$ cat src/rtl/i_exec_pipe_if.sv
// Opcode/destination encodings and the valid/ready bundle for the I-type execute stage.
// The upstream/downstream side uses the master modport; the execute stage uses slave.
`ifndef I_EXEC_PIPE_DEFS
`define I_EXEC_PIPE_DEFS
`define OP_BEQ          6'h04
`define OP_BNE          6'h05
`define OP_BLEZ         6'h06
`define OP_BGTZ         6'h07
`define OP_ADDI         6'h08
`define OP_ADDIU        6'h09
`define OP_SLTI         6'h0a
`define OP_SLTIU        6'h0b
`define OP_ANDI         6'h0c
`define OP_ORI          6'h0d
`define OP_XORI         6'h0e
`define OP_LUI          6'h0f
`define OP_LW           6'h23
`define OP_SW           6'h2b
`define DST_TYPE_WIDTH  3
`define DST_NONE        3'd0
`define DST_RT          3'd1
`define DST_PC          3'd2
`define DST_MEM_L       3'd3
`define DST_MEM_S       3'd4
`endif

interface i_exec_pipe_if #(
    parameter int XLEN = 32
);
    logic                        in_valid;
    logic                        in_ready;
    logic [5:0]                  op;
    logic [XLEN-1:0]             rs_data;
    logic [XLEN-1:0]             rt_data;
    logic [15:0]                 imm16;
    logic [XLEN-1:0]             pc;
    logic                        out_valid;
    logic                        out_ready;
    logic [XLEN-1:0]             res;
    logic [`DST_TYPE_WIDTH-1:0]  dst_type;
    logic [XLEN-1:0]             br_target;
    logic                        exc;
    logic [1:0]                  exc_code;

    modport master (
        output in_valid, op, rs_data, rt_data, imm16, pc, out_ready,
        input  in_ready, out_valid, res, dst_type, br_target, exc, exc_code
    );

    modport slave (
        input  in_valid, op, rs_data, rt_data, imm16, pc, out_ready,
        output in_ready, out_valid, res, dst_type, br_target, exc, exc_code
    );
endinterface

$ cat src/rtl/i_exec_pipe.sv
// I-type execute stage with valid/ready on both sides and a configurable latency (1..4).
// Operands are captured on accept; results are derived from the captured copies and held until consumed.
module i_exec_pipe #(
    parameter int XLEN       = 32,
    parameter int LATENCY    = 1,
    parameter int ZEXT_LOGIC = 1,
    parameter int TRAP_OVF   = 1
) (
    input  logic         clk,
    input  logic         clrn,
    i_exec_pipe_if.slave bus
);

    typedef enum logic [1:0] {
        IDLE = 2'd0,
        BUSY = 2'd1,
        DONE = 2'd2
    } state_t;

    localparam logic       SINGLE   = (LATENCY <= 1);
    localparam logic [1:0] CNT_INIT = (LATENCY > 1) ? 2'(LATENCY - 2) : 2'd0;

    state_t     state;
    state_t     state_n;
    logic [1:0] cnt;
    logic [1:0] cnt_n;
    logic       in_ready;
    logic       accept;
    logic       done;

    logic [5:0]      op_q;
    logic [XLEN-1:0] rs_q;
    logic [XLEN-1:0] rt_q;
    logic [XLEN-1:0] pc_q;
    logic [15:0]     imm_q;

    logic [XLEN-1:0]            imm32;
    logic [XLEN-1:0]            imm_l;
    logic [XLEN-1:0]            sum;
    logic [XLEN-1:0]            target;
    logic                       ovf;
    logic [XLEN-1:0]            calc_res;
    logic [`DST_TYPE_WIDTH-1:0] calc_dst;
    logic                       calc_exc;
    logic [1:0]                 calc_code;

    assign done     = (state == DONE);
    assign in_ready = (state == IDLE) || (done && bus.out_ready);
    assign accept   = bus.in_valid && in_ready;

    always_ff @(posedge clk or negedge clrn) begin
        if (!clrn) begin
            state <= IDLE;
            cnt   <= 2'd0;
        end else begin
            state <= state_n;
            cnt   <= cnt_n;
        end
    end

    // A consume with a simultaneous accept restarts the pipe without an idle bubble.
    always_comb begin
        state_n = state;
        cnt_n   = cnt;
        case (state)
            IDLE: begin
                if (accept) begin
                    state_n = SINGLE ? DONE : BUSY;
                    cnt_n   = CNT_INIT;
                end
            end
            BUSY: begin
                if (cnt == 2'd0) begin
                    state_n = DONE;
                end else begin
                    cnt_n = cnt - 2'd1;
                end
            end
            DONE: begin
                if (bus.out_ready) begin
                    if (bus.in_valid) begin
                        state_n = SINGLE ? DONE : BUSY;
                        cnt_n   = CNT_INIT;
                    end else begin
                        state_n = IDLE;
                    end
                end
            end
            default: begin
                state_n = IDLE;
                cnt_n   = 2'd0;
            end
        endcase
    end

    always_ff @(posedge clk or negedge clrn) begin
        if (!clrn) begin
            op_q  <= 6'd0;
            rs_q  <= '0;
            rt_q  <= '0;
            pc_q  <= '0;
            imm_q <= 16'd0;
        end else if (accept) begin
            op_q  <= bus.op;
            rs_q  <= bus.rs_data;
            rt_q  <= bus.rt_data;
            pc_q  <= bus.pc;
            imm_q <= bus.imm16;
        end
    end

    assign imm32  = {{(XLEN-16){imm_q[15]}}, imm_q};
    assign imm_l  = (ZEXT_LOGIC != 0) ? {{(XLEN-16){1'b0}}, imm_q} : imm32;
    assign sum    = rs_q + imm32;
    assign target = pc_q + {{(XLEN-3){1'b0}}, 3'd4} + {imm32[XLEN-3:0], 2'b00};
    assign ovf    = (rs_q[XLEN-1] == imm32[XLEN-1]) && (sum[XLEN-1] != rs_q[XLEN-1]);

    // Exceptions keep res (the address for LW/SW) but redirect the destination to nowhere.
    always_comb begin
        calc_res  = '0;
        calc_dst  = `DST_NONE;
        calc_exc  = 1'b0;
        calc_code = 2'd0;
        case (op_q)
            `OP_ADDI: begin
                calc_res = sum;
                calc_dst = `DST_RT;
                if ((TRAP_OVF != 0) && ovf) begin
                    calc_dst  = `DST_NONE;
                    calc_exc  = 1'b1;
                    calc_code = 2'd1;
                end
            end
            `OP_ADDIU: begin
                calc_res = sum;
                calc_dst = `DST_RT;
            end
            `OP_SLTI: begin
                calc_res = {{(XLEN-1){1'b0}}, ($signed(rs_q) < $signed(imm32))};
                calc_dst = `DST_RT;
            end
            `OP_SLTIU: begin
                calc_res = {{(XLEN-1){1'b0}}, (rs_q < imm32)};
                calc_dst = `DST_RT;
            end
            `OP_ANDI: begin
                calc_res = rs_q & imm_l;
                calc_dst = `DST_RT;
            end
            `OP_ORI: begin
                calc_res = rs_q | imm_l;
                calc_dst = `DST_RT;
            end
            `OP_XORI: begin
                calc_res = rs_q ^ imm_l;
                calc_dst = `DST_RT;
            end
            `OP_LUI: begin
                calc_res = XLEN'({imm_q, 16'h0000});
                calc_dst = `DST_RT;
            end
            `OP_BEQ: begin
                calc_res = {{(XLEN-1){1'b0}}, (rs_q == rt_q)};
                calc_dst = `DST_PC;
            end
            `OP_BNE: begin
                calc_res = {{(XLEN-1){1'b0}}, (rs_q != rt_q)};
                calc_dst = `DST_PC;
            end
            `OP_BLEZ: begin
                calc_res = {{(XLEN-1){1'b0}}, (rs_q[XLEN-1] || (rs_q == '0))};
                calc_dst = `DST_PC;
            end
            `OP_BGTZ: begin
                calc_res = {{(XLEN-1){1'b0}}, (!rs_q[XLEN-1] && (rs_q != '0))};
                calc_dst = `DST_PC;
            end
            `OP_LW: begin
                calc_res = sum;
                calc_dst = `DST_MEM_L;
                if (sum[1:0] != 2'b00) begin
                    calc_dst  = `DST_NONE;
                    calc_exc  = 1'b1;
                    calc_code = 2'd2;
                end
            end
            `OP_SW: begin
                calc_res = sum;
                calc_dst = `DST_MEM_S;
                if (sum[1:0] != 2'b00) begin
                    calc_dst  = `DST_NONE;
                    calc_exc  = 1'b1;
                    calc_code = 2'd3;
                end
            end
            default: begin
                calc_res  = '0;
                calc_dst  = `DST_NONE;
                calc_exc  = 1'b0;
                calc_code = 2'd0;
            end
        endcase
    end

    // Outputs read as zero / DST_NONE whenever no result is being offered.
    assign bus.in_ready  = in_ready;
    assign bus.out_valid = done;
    assign bus.res       = done ? calc_res  : '0;
    assign bus.dst_type  = done ? calc_dst  : `DST_NONE;
    assign bus.br_target = done ? target    : '0;
    assign bus.exc       = done ? calc_exc  : 1'b0;
    assign bus.exc_code  = done ? calc_code : 2'd0;

endmodule
$ cat src/flat_wrapper.sv
// flat-port wrapper written by rule: the top's interface ports become plain ports
module i_exec_pipe_flat 
#(
    parameter int XLEN       = 32,
    parameter int LATENCY    = 1,
    parameter int ZEXT_LOGIC = 1,
    parameter int TRAP_OVF   = 1
)
  (clk, clrn, bus_in_valid, bus_op, bus_rs_data, bus_rt_data, bus_imm16, bus_pc, bus_out_ready, bus_in_ready, bus_out_valid, bus_res, bus_dst_type, bus_br_target, bus_exc, bus_exc_code);
  i_exec_pipe_if #(.XLEN(XLEN)) bus_i ();
  input  logic clk;
  input  logic clrn;
  input wire logic [$bits(bus_i.in_valid)-1:0] bus_in_valid;
  input wire logic [$bits(bus_i.op)-1:0] bus_op;
  input wire logic [$bits(bus_i.rs_data)-1:0] bus_rs_data;
  input wire logic [$bits(bus_i.rt_data)-1:0] bus_rt_data;
  input wire logic [$bits(bus_i.imm16)-1:0] bus_imm16;
  input wire logic [$bits(bus_i.pc)-1:0] bus_pc;
  input wire logic [$bits(bus_i.out_ready)-1:0] bus_out_ready;
  output wire logic [$bits(bus_i.in_ready)-1:0] bus_in_ready;
  output wire logic [$bits(bus_i.out_valid)-1:0] bus_out_valid;
  output wire logic [$bits(bus_i.res)-1:0] bus_res;
  output wire logic [$bits(bus_i.dst_type)-1:0] bus_dst_type;
  output wire logic [$bits(bus_i.br_target)-1:0] bus_br_target;
  output wire logic [$bits(bus_i.exc)-1:0] bus_exc;
  output wire logic [$bits(bus_i.exc_code)-1:0] bus_exc_code;
  assign bus_i.in_valid = bus_in_valid;
  assign bus_i.op = bus_op;
  assign bus_i.rs_data = bus_rs_data;
  assign bus_i.rt_data = bus_rt_data;
  assign bus_i.imm16 = bus_imm16;
  assign bus_i.pc = bus_pc;
  assign bus_i.out_ready = bus_out_ready;
  assign bus_in_ready = bus_i.in_ready;
  assign bus_out_valid = bus_i.out_valid;
  assign bus_res = bus_i.res;
  assign bus_dst_type = bus_i.dst_type;
  assign bus_br_target = bus_i.br_target;
  assign bus_exc = bus_i.exc;
  assign bus_exc_code = bus_i.exc_code;
  i_exec_pipe #(.XLEN(XLEN), .LATENCY(LATENCY), .ZEXT_LOGIC(ZEXT_LOGIC), .TRAP_OVF(TRAP_OVF)) u_core (.clk(clk), .clrn(clrn), .bus(bus_i));
endmodule
$ cat config.mk
export PLATFORM = sky130hd
export DESIGN_NAME = i_exec_pipe_flat
export DESIGN_NICKNAME = d
export VERILOG_FILES = /design/src/rtl/i_exec_pipe_if.sv /design/src/rtl/i_exec_pipe.sv /design/src/flat_wrapper.sv
export SDC_FILE = /design/constraint.sdc
export NUM_CORES = 1
export LEC_CHECK = 0
export BUFFER_PORTS_ARGS = -buffer_cell sky130_fd_sc_hd__buf_4
export CAP_MARGIN = 20
export CORE_MARGIN = 5
export CORE_UTILIZATION = 45
export DETAILED_ROUTE_END_ITERATION = 6
export MAX_ROUTING_LAYER = met4
export PLACE_DENSITY = 0.65
export REMOVE_ABC_BUFFERS = 1
export SYNTH_ARGS = -nofsm -noshare
export SYNTH_HDL_FRONTEND = slang
export SYNTH_SLANG_ARGS = --single-unit
$ cat constraint.sdc
create_clock -name clk -period 4.5 [get_ports clk]
set_clock_uncertainty 0.05 [all_clocks]
set_input_delay 0.225 -clock clk [delete_from_list [all_inputs] [get_ports clk]]
set_output_delay 0.225 -clock clk [all_outputs]
set_load 0.03 [all_outputs]
Word-level counts from Yosys, hierarchy flattened
Index checks and enable logic that the tools add are counted.
{"block": "totals", "ff_bits": 122, "elab_cells": 86}
{"block": "op_classes", "add_sub_neg": 4, "order_cmp": 2, "n_eq_ne": 25, "mux": 27, "n_bitwise": 3, "n_reduce_logical": 18}
{"op": "32-bit case mux with 11 select lines", "count": 1}
{"op": "32-bit adder", "count": 2}
{"op": "32-bit two-way mux", "count": 2}
{"op": "6-bit by 4-bit equality test with 1-bit output (second input constant)", "count": 8}
{"op": "32-bit by 3-bit adder with 32-bit output (second input constant)", "count": 1}
{"op": "32-bit by 16-bit bitwise AND with 32-bit output", "count": 1}
{"op": "32-bit equality test", "count": 1}
{"op": "32-bit zero test", "count": 1}
{"op": "32-bit by 16-bit < comparator with 1-bit output", "count": 1}
{"op": "32-bit < comparator", "count": 1}
{"op": "32-bit != test", "count": 1}
{"op": "32-bit by 16-bit bitwise OR with 32-bit output", "count": 1}
{"op": "32-bit nonzero test", "count": 1}
{"op": "32-bit by 16-bit bitwise XOR with 32-bit output", "count": 1}
{"op": "6-bit by 3-bit equality test with 1-bit output (second input constant)", "count": 4}
{"op": "2-bit two-way mux", "count": 12}
{"op": "2-bit case mux with 3 select lines", "count": 3}
{"op": "3-bit case mux with 5 select lines", "count": 1}
{"op": "6-bit equality test (second input constant)", "count": 2}
{"op": "4-bit OR reduction", "count": 2}
{"op": "7-bit OR reduction", "count": 1}
{"op": "3-bit two-way mux", "count": 2}
{"op": "2-bit != test (second input constant)", "count": 3}
{"op": "1-bit two-way mux", "count": 5}
{"op": "15 further kinds", "count": 21}

Depth between registers and ports, before layout
{"block": "logic_depth", "ltp_word": 6, "mapped_depth": 14}

Worst setup path after synthesis
OpenSTA, ideal clock, no wires.
{"block": "synth_timing", "path_type": "register to output", "startpoint": "reg u_core.imm_q[15]", "endpoint": "out bus_exc", "arrival_ns": 4.063, "path_slack_ns": 0.162, "path_stages_with_launch": 11, "n_path_buf": 0, "path_cell_list": "dfrtp_1 -> inv_1 -> ha_1 -> inv_1 -> a2111o_1 -> o22ai_1 -> o21ai_0 -> o31ai_1 -> mux2i_1 -> nand2_1 -> a21boi_0"}
{"block": "synth_between", "elab_chain_len": 6}
{"item": "start, declared", "line": "i_exec_pipe.sv:35", "source": "logic [15:0] imm_q;"}
{"item": "start signal, assigned", "line": "i_exec_pipe.sv:108", "source": "imm_q <= bus.imm16;"}
{"item": "32-bit adder", "line": "i_exec_pipe.sv:114", "source": "assign sum = rs_q + imm32;"}
{"item": "1-bit != test", "line": "i_exec_pipe.sv:116", "source": "assign ovf = (rs_q[XLEN-1] == imm32[XLEN-1]) && (sum[XLEN-1] != rs_q[XLEN-1]);"}
{"item": "1-bit logical AND *", "line": "i_exec_pipe.sv:116"}
{"item": "1-bit two-way mux *", "line": "i_exec_pipe.sv:128", "source": "if ((TRAP_OVF != 0) && ovf) begin"}
{"item": "1-bit case mux with 2 select lines *", "line": "i_exec_pipe.sv:124", "source": "case (op_q)"}
{"item": "1-bit two-way mux *", "line": "i_exec_pipe.sv:211", "source": "assign bus.exc = done ? calc_exc : 1'b0;"}
{"item": "end, declared", "line": "flat_wrapper.sv:25", "source": "output wire logic [$bits(bus_i.exc)-1:0] bus_exc;"}
Every way passes the cells marked *; elsewhere a longest branch is shown, timed or not.

Final worst setup path
{"block": "layout_timing", "startpoint": "reg u_core.imm_q[0]", "endpoint": "out bus_res[28]"}
{"block": "layout_between", "elab_chain_len": 3}
{"item": "32-bit adder", "line": "i_exec_pipe.sv:114"}
{"item": "32-bit case mux with 11 select lines", "line": "i_exec_pipe.sv:124"}
{"item": "32-bit two-way mux", "line": "i_exec_pipe.sv:208", "source": "assign bus.res = done ? calc_res : '0;"}
{"item": "end, declared", "line": "flat_wrapper.sv:22", "source": "output wire logic [$bits(bus_i.res)-1:0] bus_res;"}
Every way passes these cells.

==> run metrics <==
Final Util=between 60% and 70%; count of different cell masters after synthesis=71; Final Cycle Share=95.5%; Post-DRT Antenna Nets=0; Post-synth EDFFs=0; most common flop cell mapped by yosys=dfrtp_1; Worst Setup Start Kind=register; clk sinks=~120; share of Yosys cell area claimed by the top area cell type=about 29%; cell family contributing the most delay on the critical path=compound AO/OA/AOI/OAI gates; clock-pin slew on the worst setup and hold paths=0.07 ns; Clock Latency Late Sink=between 0.4 and 0.5 ns; Synth Register Bits=~120; Hold Crit Class=in2reg; First DRT Iteration DRCs=approximately 660; worst hold slack=~0.014 ns; pin count of the biggest net entering global routing=about 80; Starting Density=roughly 46%; sequential power share=between 20% and 30%; Syn Area/Cell=9.25 um^2; antenna violations before repair=0; Yosys warnings=0; switching power=around 0.0027 W; Critical Path RT=~4.2 ns; internal power=roughly 0.0035 W; Layout Nets=1683; row count=between 50 and 60; Net Sw Frac=a little over two fifths; dpl hpwl=around 25 mm; Detailed Routing Iterations Pass 1=7; RSZ-0062 raised after global routing=false; ys async rst share=100%; CP Max Fanout=5; Die Span Y=161 um; Yosys top cell by area=dfrtp_1; CTS Buf Count=17; share of cells above drive strength 1=between 20% and 30%; Mapped Area=a little over 10000 um^2; Port Buffers=roughly 190; GP Congestion=between 0.9 and 1; final setup TNS=0 ns; min Tclk post-route=roughly 4.3 ns; Tot Pwr=0.00612 W; setup violators final=0; CTS tree=yes; Hold Fails Final Rpt=0; maximum capacitance violations=0; die area=26100 um^2; violated checks=DRC; Worst path slowest cell=fa_1; Slew headroom=a little over half; Area Growth Syn to Fin=35.4%; post-DR vias/cell=roughly 5.7; CP cell instances=ha_1, fa_1, a211oi_2, o211ai_1, a31o_2, a31oi_1, o21bai_1, a221o_1, a221oi_2, mux2i_1, o21ai_1, buf_4; Boundary Pins=between 150 and 200; H-tree depth=4; Synth Instances=1115; vias=a little under 10000; top cells by count, synth=136 x ha_1, 119 x dfrtp_1, 118 x mux2_2; Synth area leaders=dfrtp_1 29%, ha_1 16%, mux2_2 13%; clock power share=around a quarter; Post-route DRC=2; Max Clk Rate=233 MHz; power per cell area=between 400 and 500 nW/um^2; critical path's largest stage delay=around 0.47 ns; final slew viol count=0; Max IR drop VDD=roughly 0.27 mV; root buffer cell=clkbuf_16; Seq/Total Area, Yosys=between 20% and 30%; global route total overflow=0; Worst Path Arrival=about 4.0 ns; Logic pwr share=roughly half; status=finished with violations; Core Box Area=between 20000 and 25000 um^2; CP Class=reg2out; routed len/inst=between 20 and 25 um; first-pass GRT wire length=about 54 mm; count leader, synth=ha_1; vias in the first global route=9876; Worst-Margin Slew=roughly 0.7 ns; LEAKAGE=6.42 nW; WL final=~34 mm; crit path buf inv count=1; GRT Resource Usage Total=26.8%; Die X=~160 um; Clock Tree Buf Depth=2; critical path capture point type=output port
==> repair_timing <==
item	CTS	global route
buffers inserted	0	0
endpoints found under the setup margin	0	3
gates resized for setup	0	3
hold buffers	118	0
hold endpoints to repair	159	0
==> cell families after synthesis <==
| kind of cell | after synthesis | synth area share, % |
|---|---|---|
| compound gates | 273 | 17.6 |
| xor+xnor | 70 | 5.94 |
| fa+ha+maj | 138 | 16.9 |
| buf+inv | 102 | 3.75 |
| flops | 119 | 28.9 |
| mux | 123 | 13.4 |
| simple gates | 290 | 13.6 |
==> flip-flops by register name (all words and copies together), names as in the netlist <==
signal,cells
u_core.imm_q,16
u_core.rt_q,32
u_core.state,1
u_core.op_q,6
u_core.pc_q,32
u_core.rs_q,32
==> area by class of cell <==
| class | instances | area (um^2) |
|---|---|---|
| fill | 1932 | 8670 |
| multi-input combinational | 894 | 6990 |
| sequential | 119 | 2980 |
| timing repair buffer | 331 | 2790 |
| clock buffer | 17 | 425 |
| tap | 285 | 357 |
| inverter | 60 | 225 |
| clock inverter | 15 | 206 |
| antenna | 1 | 2.50 |
==> power groups by stage <==
stage          registers [W]  logic [W]  clock network, W
5_1_grt              0.00147    0.00344           0.00159
4_1_cts              0.00145    0.00311           0.00154
3_3_place_gp         0.00146    0.00300                 0
6_report             0.00146    0.00314           0.00152
3_5_place_dp         0.00147    0.00300                 0
2_1_floorplan        0.00139    0.00214                 0
==> stage by stage <==
stage / worst slack [ns] / std cells / cell area, um^2
after floorplan: 0.162 / 1073 / 10200
after global placement: 0.698 / 1571 / 12100
after detailed placement: 0.646 / 1571 / 12100
after CTS: 0.175 / 1721 / 14000
after global routing: 0.0108 / 1721 / 14000
final: 0.204 / 1722 / 14000
==> worst paths after layout <==
kind | startpoint | end | slack [ns] | cells after the start
max | u_core.imm_q[0] | bus_res[28] | 0.20 | 12
min | bus_imm16[2] | u_core.imm_q[2] | 0.01 | 2
max reg2reg | u_core.state[1] | u_core.rs_q[4] | 2.19 | 5
min reg2reg | u_core.pc_q[0] | u_core.pc_q[0] | 0.45 | 1
max in group asynchronous | clrn | u_core.imm_q[7] | 3.04 | 3
min in group asynchronous | clrn | u_core.rs_q[5] | 0.31 | 2
==> layout by cell type (no fill, tap or decap), types with 11 or more instances in the layout <==
cell and count:
a21o_1 18, a21oi_1 88, a222oi_1 11, and2_1 12, buf_4 212, clkbuf_16 17
dfrtp_1 119, dlygate4sd3_1 118, ha_1 136, inv_1 57, mux2_2 118, nand2_1 48
nand2b_1 13, nand3_1 13, nand4_1 12, nor2_1 104, nor2b_1 13, nor3_1 29
nor4_1 21, o21a_1 12, o21ai_0 48, o21bai_1 12, xnor2_1 24, xor2_1 46
==> metal layers <==
metal  vias up  track usage [%]  part of all wire [%]
met5         -                -                     0
met4         0             7.72                   2.1
met3        50             4.67                   6.2
met2       351             44.0                    49
met1      4684             34.2                    43
li1       4687                -                     -
No activity file was read; power rests on OpenSTA's default activity.
